## src/rtl/read_data_pool.sv

```systemverilog
// read_data_pool: queues issued reads, assembles returning DQ beats into 64-bit words
// and hands them to the host in issue order. Optional watchdog: RPOOL_TIMEOUT_EN.
module read_data_pool #(
  parameter int DEPTH          = 8,
  parameter int LOG2_DEPTH     = 3,
  parameter int DATA_SIZE      = 64,
  parameter int ADDR_SIZE      = 8,
  parameter int TIMEOUT_CYCLES = 64
) (
  input  logic                 clk,
  input  logic                 rst,
  input  logic                 read_issued,
  input  logic [ADDR_SIZE-1:0] raddr,
  input  logic [1:0]           rburst_size,
  input  logic                 dq_valid,
  input  logic [7:0]           dq_data,
  input  logic                 rready,
  output logic                 rvalid,
  output logic [DATA_SIZE-1:0] pool_rdata,
  output logic [ADDR_SIZE-1:0] pool_raddr,
  output logic [1:0]           pool_rburst_size,
  output logic                 rfull,
  output logic                 rerr
);
  localparam int CW = LOG2_DEPTH + 2;
  localparam logic [CW-1:0]         DEPTH_C = CW'(DEPTH);
  localparam logic [LOG2_DEPTH-1:0] PTR_ONE = LOG2_DEPTH'(1);
  localparam logic [LOG2_DEPTH:0]   CNT_ONE = (LOG2_DEPTH + 1)'(1);

  if (DEPTH != 2**LOG2_DEPTH) begin : g_bad_depth
    $error("read_data_pool: DEPTH must equal 2**LOG2_DEPTH");
  end
  if (DATA_SIZE != 64) begin : g_bad_width
    $error("read_data_pool: DATA_SIZE must be 64 (8 beats of 8 bits)");
  end
  if (TIMEOUT_CYCLES < 2) begin : g_bad_timeout
    $error("read_data_pool: TIMEOUT_CYCLES must be at least 2");
  end

  typedef enum logic [1:0] {IDLE, COLLECT, PUSH} state_t;
  state_t state, state_next;

  logic [ADDR_SIZE-1:0]  pend_addr [DEPTH];
  logic [1:0]            pend_size [DEPTH];
  logic [LOG2_DEPTH-1:0] pend_wr, pend_rd;
  logic [LOG2_DEPTH:0]   pend_cnt;

  logic [DATA_SIZE-1:0]  comp_data [DEPTH];
  logic [ADDR_SIZE-1:0]  comp_addr [DEPTH];
  logic [1:0]            comp_size [DEPTH];
  logic [LOG2_DEPTH-1:0] comp_wr, comp_rd;
  logic [LOG2_DEPTH:0]   comp_cnt;

  logic [ADDR_SIZE-1:0]  work_addr;
  logic [1:0]            work_size;
  logic [DATA_SIZE-1:0]  work_data;
  logic [2:0]            beat;

  logic [CW-1:0] occupancy;
  logic accept, drop, take_head, take_bypass, push_pend;
  logic beat_in, last_beat, stray, do_push, load_out, timeout_hit;

  function automatic logic [2:0] last_index(input logic [1:0] size);
    case (size)
      2'd0:    return 3'd0;
      2'd1:    return 3'd1;
      2'd2:    return 3'd3;
      default: return 3'd7;
    endcase
  endfunction

  // The output register holds one completed entry, so it counts toward occupancy.
  assign occupancy = CW'(pend_cnt) + CW'(comp_cnt) + CW'(rvalid) + CW'(state != IDLE);
  assign rfull     = (occupancy == DEPTH_C);
  assign accept    = read_issued && !rfull;
  assign drop      = read_issued && rfull;
  assign do_push   = (state == PUSH);
  assign load_out  = (comp_cnt != '0) && (!rvalid || rready);

  always_ff @(posedge clk or posedge rst) begin
    if (rst) state <= IDLE;
    else     state <= state_next;
  end

  always_comb begin
    state_next = state;
    case (state)
      IDLE:    if (take_head || take_bypass) state_next = COLLECT;
      COLLECT: begin
        if (last_beat)        state_next = PUSH;
        else if (timeout_hit) state_next = IDLE;
      end
      PUSH:    state_next = IDLE;
      default: state_next = IDLE;
    endcase
  end

  // An idle assembler with nothing pending takes a fresh command straight from the
  // issue port, so its first beat may arrive on the very next cycle.
  always_comb begin
    take_head   = 1'b0;
    take_bypass = 1'b0;
    beat_in     = 1'b0;
    last_beat   = 1'b0;
    stray       = 1'b0;
    case (state)
      IDLE: begin
        take_head   = (pend_cnt != '0);
        take_bypass = (pend_cnt == '0) && accept;
        stray       = dq_valid;
      end
      COLLECT: begin
        beat_in   = dq_valid;
        last_beat = dq_valid && (beat == last_index(work_size));
      end
      default: stray = dq_valid;
    endcase
    push_pend = accept && !take_bypass;
  end

`ifdef RPOOL_TIMEOUT_EN
  localparam int TW = $clog2(TIMEOUT_CYCLES);
  logic [TW-1:0] stall_cnt;

  assign timeout_hit = (state == COLLECT) && !dq_valid &&
                       (stall_cnt == TW'(TIMEOUT_CYCLES - 1));

  always_ff @(posedge clk or posedge rst) begin
    if (rst)                             stall_cnt <= '0;
    else if (state != COLLECT || dq_valid) stall_cnt <= '0;
    else                                 stall_cnt <= stall_cnt + TW'(1);
  end
`else
  assign timeout_hit = 1'b0;
`endif

  always_ff @(posedge clk or posedge rst) begin
    if (rst) begin
      work_addr <= '0;
      work_size <= '0;
      work_data <= '0;
      beat      <= '0;
    end else if (take_head) begin
      work_addr <= pend_addr[pend_rd];
      work_size <= pend_size[pend_rd];
      work_data <= '0;
      beat      <= '0;
    end else if (take_bypass) begin
      work_addr <= raddr;
      work_size <= rburst_size;
      work_data <= '0;
      beat      <= '0;
    end else if (beat_in) begin
      work_data[{beat, 3'b000} +: 8] <= dq_data;
      beat <= beat + 3'd1;
    end
  end

  always_ff @(posedge clk) begin
    if (push_pend) begin
      pend_addr[pend_wr] <= raddr;
      pend_size[pend_wr] <= rburst_size;
    end
    if (do_push) begin
      comp_data[comp_wr] <= work_data;
      comp_addr[comp_wr] <= work_addr;
      comp_size[comp_wr] <= work_size;
    end
  end

  always_ff @(posedge clk or posedge rst) begin
    if (rst) begin
      pend_wr  <= '0;
      pend_rd  <= '0;
      pend_cnt <= '0;
      comp_wr  <= '0;
      comp_rd  <= '0;
      comp_cnt <= '0;
    end else begin
      if (push_pend) pend_wr <= pend_wr + PTR_ONE;
      if (take_head) pend_rd <= pend_rd + PTR_ONE;
      case ({push_pend, take_head})
        2'b10:   pend_cnt <= pend_cnt + CNT_ONE;
        2'b01:   pend_cnt <= pend_cnt - CNT_ONE;
        default: pend_cnt <= pend_cnt;
      endcase
      if (do_push)  comp_wr <= comp_wr + PTR_ONE;
      if (load_out) comp_rd <= comp_rd + PTR_ONE;
      case ({do_push, load_out})
        2'b10:   comp_cnt <= comp_cnt + CNT_ONE;
        2'b01:   comp_cnt <= comp_cnt - CNT_ONE;
        default: comp_cnt <= comp_cnt;
      endcase
    end
  end

  always_ff @(posedge clk or posedge rst) begin
    if (rst) begin
      rvalid           <= 1'b0;
      pool_rdata       <= '0;
      pool_raddr       <= '0;
      pool_rburst_size <= '0;
      rerr             <= 1'b0;
    end else begin
      if (load_out) begin
        rvalid           <= 1'b1;
        pool_rdata       <= comp_data[comp_rd];
        pool_raddr       <= comp_addr[comp_rd];
        pool_rburst_size <= comp_size[comp_rd];
      end else if (rready) begin
        rvalid <= 1'b0;
      end
      rerr <= drop || stray || timeout_hit;
    end
  end

endmodule

```

## config.mk

```make
export PLATFORM = sky130hd
export DESIGN_NAME = read_data_pool
export DESIGN_NICKNAME = d
export VERILOG_FILES = /design/src/rtl/read_data_pool.sv
export SDC_FILE = /design/constraint.sdc
export NUM_CORES = 1
export LEC_CHECK = 0
export CAP_MARGIN = 10
export CORE_MARGIN = 5
export CORE_UTILIZATION = 26
export CTS_CLUSTER_DIAMETER = 120
export CTS_CLUSTER_SIZE = 30
export DETAILED_ROUTE_END_ITERATION = 10
export SLEW_MARGIN = 20
export SYNTH_ARGS = -nofsm -noshare
export SYNTH_HDL_FRONTEND = slang
export SYNTH_SLANG_ARGS = --single-unit
```

## constraint.sdc

```tcl
create_clock -name clk -period 7.85 [get_ports clk]
set_input_delay 0.785 -clock clk [delete_from_list [all_inputs] [get_ports clk]]
set_output_delay 0.785 -clock clk [all_outputs]
set_load 0.05 [all_outputs]
```

==> flow_summary.json, run 1 <==
{
  "peakVddDrop_uv": 222.8,
  "drv_cap": 0,
  "drv_slew": 0,
  "numCtsBuffers": 36,
  "status": "finished, final reports clean",
  "synth-seq-area-share_pct": 74.83,
  "skew_ns": 0.06401,
  "htree_levels": 2,
  "fillers": 12244,
  "r2r_start": "state[0]",
  "power.leakage_nw": 12.49,
  "rows": 130,
  "portBuffers": 99,
  "r2r_setup_slack_ns": 3.01,
  "post_cts_buffers": 0,
  "slowest_stage": "clkdlybuf4s50_1",
  "grt_overflow": 0,
  "required_ns": 7.07,
  "first_pass_iters": 5,
  "grt_max_degree": 79,
  "fin_setup_tns_ns": 0,
  "layout-drive-gt1-share_pct": 16.19,
  "cp-endpoint": "rfull",
  "final_common_cell": "edfxtp_1",
  "crit_chain": "nor2_1 -> inv_1 -> fa_1 -> ha_1 -> fa_1 -> and3_1 -> or3_1 -> a211oi_2 -> and2_1 -> clkdlybuf4s50_1",
  "fmax_mhz": 180.5,
  "synthArstFlopShare_pct": 20.66,
  "clock_sinks": 847,
  "power_density_nw_per_um2": 329.9,
  "ys_ff_latch": 847,
  "fin_crit_ns": 5.541,
  "cp-start-kind": "flop",
  "clock_latency_ns": 0.60,
  "worst_pin_slew_ns": 1.045,
  "wl_per_cell_um": 20.51,
  "cts.clk_slew.worst_paths_ns": 0.12,
  "postRouteAntennaNets": 0,
  "relSlewSlack_pct": 30.36,
  "avgSynthCellArea_um2": 19.28,
  "synth.cell_area_um2": 32820,
  "end_kind": "output pin",
  "synth.distinct_cells": 40,
  "netlist_instances": 1702,
  "ys_warn_count": 0,
  "hold_viol": 0,
  "min_path_type": "flop to flop",
  "core_um2": 125600,
  "arrival_ns": 4.76,
  "antenna_found_initial": 6,
  "area.growth.synth_to_final_pct": 12.92,
  "rsz0062_at_grt": "false",
  "grt_usage_pct": 10.54,
  "cts_root_buf": "clkbuf_16",
  "routed-via-count": 15397,
  "synth_edf_count": 672,
  "synth_top_flop_cell": "edfxtp_1",
  "drc": 0,
  "cts_tree": "built",
  "grt_first_pass_wirelength_mm": 106.9,
  "worst-path-max-fanout": 7,
  "setup_viol": 0,
  "critPathMostFrequentCell": "fa_1",
  "r2r_cells": 15,
  "period_share_pct": 70.58,
  "die_w_um": 365.3,
  "drt-vias-per-instance": 4.446,
  "synth_nets": 1751,
  "dieArea_um2": 133400,
  "r2r-end": "pend_cnt[3]",
  "nNetsFinal": 1831,
  "grt_pass1_vias": 16291,
  "gp_congestion": 0.7581,
  "hpwl_mm": 43.13,
  "cts_resized": 0,
  "clockBufferDepth": 3,
  "totalWireLength_mm": 71.02,
  "initial_core_util_pct": 26.14,
  "critPathMaxStageDelay_ns": 0.82,
  "setup.worst_path.start": "state[0]",
  "crit_type": "flop to output pin",
  "die_y_um": 365.3,
  "layout.cells.most_common_list": "672 x edfxtp_1, 172 x dfrtp_1, 168 x mux4_2",
  "drt_iter0_drc": 1286,
  "hold_buffers": 0,
  "boundaryPins": 100,
  "post-route-util_pct": 29.51
}
==> metrics by stage <==
stage	std cells	hold slack (ns)	setup WS (ns)	total power [mW]	cell area (um2)
2_1_floorplan	1702	0.4681	1.382	8.741	32820
3_3_place_gp	3392	0.4988	3.050	9.972	35830
3_5_place_dp	3392	0.5009	2.969	10.07	35830
4_1_cts	3458	0.5187	2.301	12.38	36980
5_1_grt	3460	0.5409	2.082	12.87	37050
6_report	3463	0.5177	2.309	12.23	37060
==> critical path, delay by kind of cell (launching register included) <==
family	cells	cell delay, ns
adders and majority gates	3	1.17
and+or+nand+nor	4	1.11
buffers and inverters	2	0.94
AOI/OAI and AO/OA	1	0.48
DFF	1	0.45
==> logic make-up after synthesis <==
logic type,Yosys count,share of synthesized area [%]
xor+xnor,20,0.5337
fa+ha+maj,26,1.060
compound gates,110,1.788
flops,847,74.83
simple gates,262,3.954
mux,329,16.49
buf+inv,108,1.342
==> cell type report <==
cell class                      count  area [um2]  area share [%]
Multi-Input combinational cell    747        7924           21.38
Timing Repair Buffer              130        1264           3.410
Clock inverter                      6       112.6          0.3039
Clock buffer                       60        1033           2.789
Antenna cell                        3       7.507         0.02026
Sequential cell                   847       24570           66.30
Tap cell                         1650        2064           5.571
Inverter                           20       82.58          0.2228
==> Yosys cell counts (all sizes together) (3+ instances only) <==
cell | count | area, um2
mux4 | 168 | 3784
mux2i | 147 | 1471
inv | 20 | 75.07
xor2 | 10 | 87.58
ha | 23 | 287.8
nand2b | 10 | 62.56
edfxtp | 672 | 20180
nand4 | 3 | 18.77
o21ai | 16 | 80.08
nor2 | 116 | 435.4
buf | 34 | 162.7
and3 | 4 | 25.02
a21oi | 86 | 437.9
nand2 | 29 | 108.9
a211oi | 3 | 27.52
fa | 3 | 60.06
nor3 | 74 | 455.4
clkbuf | 54 | 202.7
a21o | 3 | 22.52
nor4bb | 3 | 30.03
mux2 | 14 | 157.7
nand3 | 8 | 40.04
or3 | 3 | 18.77
and4b | 3 | 30.03
xnor2 | 10 | 87.58
dfrtp | 175 | 4379
==> flip-flops by register name, indices dropped and copies added (netlist names) <==
name / flops
pend_wr: 3
comp_addr: 64
pend_rd: 3
work_size: 2
pend_size: 16
pool_raddr: 8
rvalid: 1
rerr: 1
work_addr: 8
comp_rd: 3
pool_rdata: 64
work_data: 64
pend_addr: 64
comp_cnt: 4
comp_data: 512
beat: 3
pool_rburst_size: 2
comp_wr: 3
comp_size: 16
pend_cnt: 4
state: 2
==> per-layer routing <==
metal / global-route usage (%) / up-vias / wire (um)
met5: 0 / - / 13
met4: 2.058 / 2 / 1077
met3: 1.458 / 57 / 2717
li1: - / 6841 / -
met1: 14.23 / 8227 / 31250
met2: 18.33 / 270 / 35960
==> worst min path at each step <==
stage,start,endpoint,slack [ns],cells past startpoint
global placement,pend_cnt[3],pend_cnt[3],0.50,1
CTS,comp_cnt[3],comp_cnt[3],0.52,1
finish,comp_cnt[3],comp_cnt[3],0.52,1
detailed placement,comp_cnt[3],comp_cnt[3],0.50,1
global route,pend_cnt[3],pend_cnt[3],0.54,1
floorplan,comp_cnt[3],comp_cnt[3],0.47,1
==> where the power goes <==
part | internal [mW] | switching (mW)
sequential | 5.36 | 0.498
combinational | 1.62 | 2.42
clock | 0.950 | 1.37
(Power assumes the default switching activity.)
==> inputs of run 2 (changes only) <==
Clock period 7.85 ns to 4.5 ns, I/O delays scaled along.
==> flow_summary.json, run 2 (synthesis gave the netlist of run 1 again) <==
{
  "boundaryPins": 100,
  "grt_usage_pct": 10.49,
  "drv_slew": 0,
  "clockBufferDepth": 3,
  "cts_tree": "built",
  "initial_core_util_pct": 26.14,
  "totalWireLength_mm": 70.75,
  "grt_overflow": 0,
  "grt_max_degree": 152,
  "peakVddDrop_uv": 347.7,
  "fin_crit_ns": 4.284,
  "cp-start-kind": "flop",
  "drc": 0,
  "min_path_type": "input pin to async pin",
  "cts_resized": 0,
  "layout.cells.most_common_list": "672 x edfxtp_1, 171 x dfrtp_1, 168 x mux4_2",
  "drv_cap": 0,
  "setup_viol": 0,
  "fin_setup_tns_ns": 0,
  "worst-path-max-fanout": 7,
  "worst_pin_slew_ns": 0.9929,
  "fillers": 12244,
  "post-route-util_pct": 29.56,
  "register_area_um2": 24570,
  "area.growth.synth_to_final_pct": 13.11,
  "hold_viol": 0,
  "clock_sinks": 847,
  "crit_type": "flop to output pin",
  "skew_ns": 0.03495,
  "die_w_um": 365.3,
  "fmax_mhz": 233.4,
  "max_flop_register": "comp_data",
  "portBuffers": 99,
  "hold_buffers": 0,
  "wl_per_cell_um": 20.43,
  "cts_root_buf": "clkbuf_16",
  "cts.clk_slew.worst_paths_ns": 0.12,
  "hpwl_mm": 43.84,
  "layout-drive-gt1-share_pct": 16.50,
  "nNetsFinal": 1836,
  "grt_first_pass_wirelength_mm": 106.8,
  "antenna_found_initial": 7,
  "relSlewSlack_pct": 33.59,
  "dieArea_um2": 133400,
  "end_kind": "output pin",
  "grt_pass1_vias": 16175,
  "post_cts_buffers": 0,
  "numCtsBuffers": 34,
  "clock_latency_ns": 0.59,
  "drt-vias-per-instance": 4.437,
  "gp_congestion": 0.7845,
  "rows": 130,
  "multi_input_area_um2": 7936,
  "postRouteAntennaNets": 0,
  "status": "finished, final reports clean",
  "drt_iter0_drc": 1006,
  "required_ns": 4.05,
  "rsz0062_at_grt": "false",
  "die_y_um": 365.3,
  "final_common_cell": "edfxtp_1",
  "power.leakage_nw": 12.49,
  "largest_register_ffs": 512,
  "power_density_nw_per_um2": 570.7,
  "period_share_pct": 95.20,
  "first_pass_iters": 4,
  "htree_levels": 2,
  "routed-via-count": 15369,
  "core_um2": 125600,
  "arrival_ns": 3.83
}
run 2: cell count changes in the layout (fill, tap and decap cells not counted), sizes merged:
cell	previous run	this run
clkdlybuf4s50	99	98
clkbuf	60	58
inv	23	20
clkinvlp	0	1
diode	3	2
clkinv	3	2
buf	31	39
run 2: stage by stage:
stage,hold slack (ns),instances,cell area (um2),total power [mW],worst slack (ns)
5_1_grt,0.4390,3462,37120,22.28,0.05356
2_1_floorplan,0.4681,1702,32830,15.24,0.01858
6_report,0.3859,3464,37120,21.19,0.2160
4_1_cts,0.3874,3462,37100,21.49,0.006561
3_3_place_gp,0.5008,3401,36080,17.53,0.2968
3_5_place_dp,0.5002,3401,36080,17.68,0.2559
run 2: final cells by class:
type | instances | share of cell area [%]
Clock buffer | 58 | 2.649
Antenna cell | 2 | 0.01348
Timing Repair Buffer | 137 | 3.903
Tap cell | 1650 | 5.561
Multi-Input combinational cell | 747 | 21.38
Sequential cell | 847 | 66.19
Inverter | 20 | 0.2123
Clock inverter | 3 | 0.09100
run 2: metal layers:
layer,global-route usage [%],routed length [um],up-vias
li1,-,-,6866
met1,14.12,31150,8187
met2,18.19,35570,257
met3,1.750,3126,53
met4,1.758,860,6
met5,0,47,-
run 2: worst max-delay path, cell delays in order (launching register included):
cell and delay [ns]:
dfrtp_1 0.47, nor2_4 0.18, inv_1 0.08, fa_1 0.44, ha_1 0.24, fa_1 0.46, and3_1 0.17, or3_1 0.36
a211oi_2 0.28, buf_4 0.19, and2_2 0.22, buf_12 0.15
run 2: power by group:
part	total (mW)	switching, mW	internal, mW
Combinational	7.00	4.08	2.92
Sequential	10.4	1.02	9.34
Clock	3.82	2.28	1.54
run 2: path summary, 6_finish.rpt:
check,start,to,slack [ns],cells after the start
hold / removal,rst,pool_rdata[30],0.39,2
min in group clk,rready,rvalid,0.45,2
hold reg to reg,comp_cnt[3],comp_cnt[3],0.51,1
setup reg to reg,state[0],pend_cnt[2],0.42,17
max in group asynchronous,rst,pool_rdata[10],3.20,3
setup / recovery,state[0],rfull,0.22,11
==> edit (settings of run 1) <==
`ADDR_SIZE`: 8 -> 4.
--- a/src/rtl/read_data_pool.sv
+++ b/src/rtl/read_data_pool.sv
@@ -6,3 +6,3 @@
   parameter int DATA_SIZE      = 64,
-  parameter int ADDR_SIZE      = 8,
+  parameter int ADDR_SIZE      = 4,
   parameter int TIMEOUT_CYCLES = 64
Interface: changed (resized pool_raddr and raddr); port bits go from 100 to 92. The function was not compared with the original's and may differ.
==> edit against run 1 <==
  * Power fell by 9.8%
  * Worst setup slack improved by 0.45 ns
  * First-iteration DRC count fell by 13%
  * Cell area fell by 8.6%
  * Sequential cell count fell by 72
  * Die area fell by 7.4%
  * Synthesized area fell by 7.6%
  * Maximum frequency rose by 8.9%
  * Synthesized cell count fell by 7.6%
  * Sequential share of layout area barely moved
  * Routed wire length fell by 8.2%
  * Clock skew fell by 0.035 ns
==> edit: results (changes against run 1) <==
- Vias per cell: 4.43 (-0.36%)
- Layout cell share with drive strength beyond 1: 0.166 (+0.00439)
- Post-synthesis adder-cell area fraction: 0.0115 (+0.000873)
- Leak Pwr: 11.6 nW (-6.9%)
- HPWL Detailed: 38,700 um (-10%)
- Post-Place Cell Area: 33,000 sq um (-7.9%)
- P_seq: 5.40 mW (-7.8%)
- Worst VDD drop: 0.254 mV (+14%)
- Worst-path fanout max: 5 (-2)
- First drt pass iteration count: 5 (unchanged)
- Initial core utilization: 0.261 (about the same)
- Clock root buffer: clkbuf_16
- Avg Cell Area, Syn: 19.3 sq um (about the same)
- Placed Cells incl. Taps: 3,125 (-7.9%)
- FFs w/ async S/R, synth: 0.215 (+0.00887)
- Initial antenna violation count: 0 (-6)
- Critical Path Max Stage Delay: 0.86 ns (+0.04 ns)
- Synth Area in Compound Gates: 0.0180 (+0.000111)
- Number of flops mapped to enable cells by yosys: 608 (-9.5%)
- Vias: 14.1k (-8.6%)
- Routed wire length: 65,200 um (-8.2%)
- Vias in the first global route: 14.9k (-8.6%)
- Startpoint Class: register
- Most frequent cells after synthesis: 608 x edfxtp_1, 167 x dfrtp_1, 152 x mux4_2
- Ant diodes: 0 (-3)
- Clock tree buffer depth: 3 (unchanged)
- Post-place setup slack: 3.43 ns (+0.460 ns)
- NetSw: 3.90 mW (-9.1%)
- Iter 0 DRT Violations: 1,117 (-13%)
- R2R Path End: pend_cnt[2]$_DFFE_PP0P_
- Internal reg-to-reg setup slack: 3.34 ns (+0.33 ns)
- Syn_nets: 1,618 (-7.6%)
- Post-synth cell types: 51 (+28%)
- WHS: 0.534 ns (+0.0163 ns)
- Clock network power: 1.90 mW (-18%)
- Nets: 1,677 (-8.4%)
- H-Tree Depth: 1 (-1)
- Final WS setup: 2.76 ns (+0.451 ns)
- Primary FF master, synth: edfxtp_1
- Xor/xnor share of the synthesized area: 0.00549 (+0.000151)
- Synth top area cells: edfxtp_1 60%, dfrtp_1 14%, mux4_2 11%
- Clock-pin slew on the worst setup and hold paths: 0.12 ns (about the same)
- RD Place Congestion: 0.763 (+0.70%)
- Rel. slew slack: 0.241 (-0.0624)
- Multiplexer share of the synthesized area: 0.163 (-0.00214)
- Clock buffer count from CTS: 29 (-19%)
- Sequential-to-total area share from yosys stat: 0.740 (-0.00835)
- Outcome: completed
- Pin count of the biggest net entering global routing: 101 (+28%)
- Skew final: 0.0290 ns (-0.0350 ns)
- GR Util All Layers: 0.104 (-0.00161)
- Sequential power share: 0.490 (+0.011)
## edit: changes by cell type after synthesis, moves of 10 or more
cell,delta
buf_2,+13
nor2_1,-36
nor3_2,+14
edfxtp_1,-64
mux4_2,-16
and2_1,+17
clkbuf_1,-27
nor3_1,-10
## edit: cell type report
cell class | count | area (sq um)
Clock buffer | 50 | 805
Multi-Input combinational cell | 698 | 7520
Tap cell | 1524 | 1910
Fill cell | 11373 | 82200
Inverter | 14 | 60.1
Sequential cell | 775 | 22400
Clock inverter | 3 | 28.8
Timing Repair Buffer | 114 | 1100
## edit: cells by family (layout without fill, tap and decap cells)
logic type                 Yosys count  in the layout
xor gates and xnor gates            19             19
DFF                                775            775
and+or+nand+nor                    252            252
AOI/OAI and AO/OA                   99             99
adders and majority gates           26             26
buffers and inverters              100            181
muxes                              302            302
## edit: per-layer routing
layer	up-vias	track usage	share of wire
met5	-	0	0
met4	0	0.0111	0.0094
met3	35	0.0147	0.045
met2	238	0.181	0.50
met1	7524	0.144	0.44
li1	6282	-	-
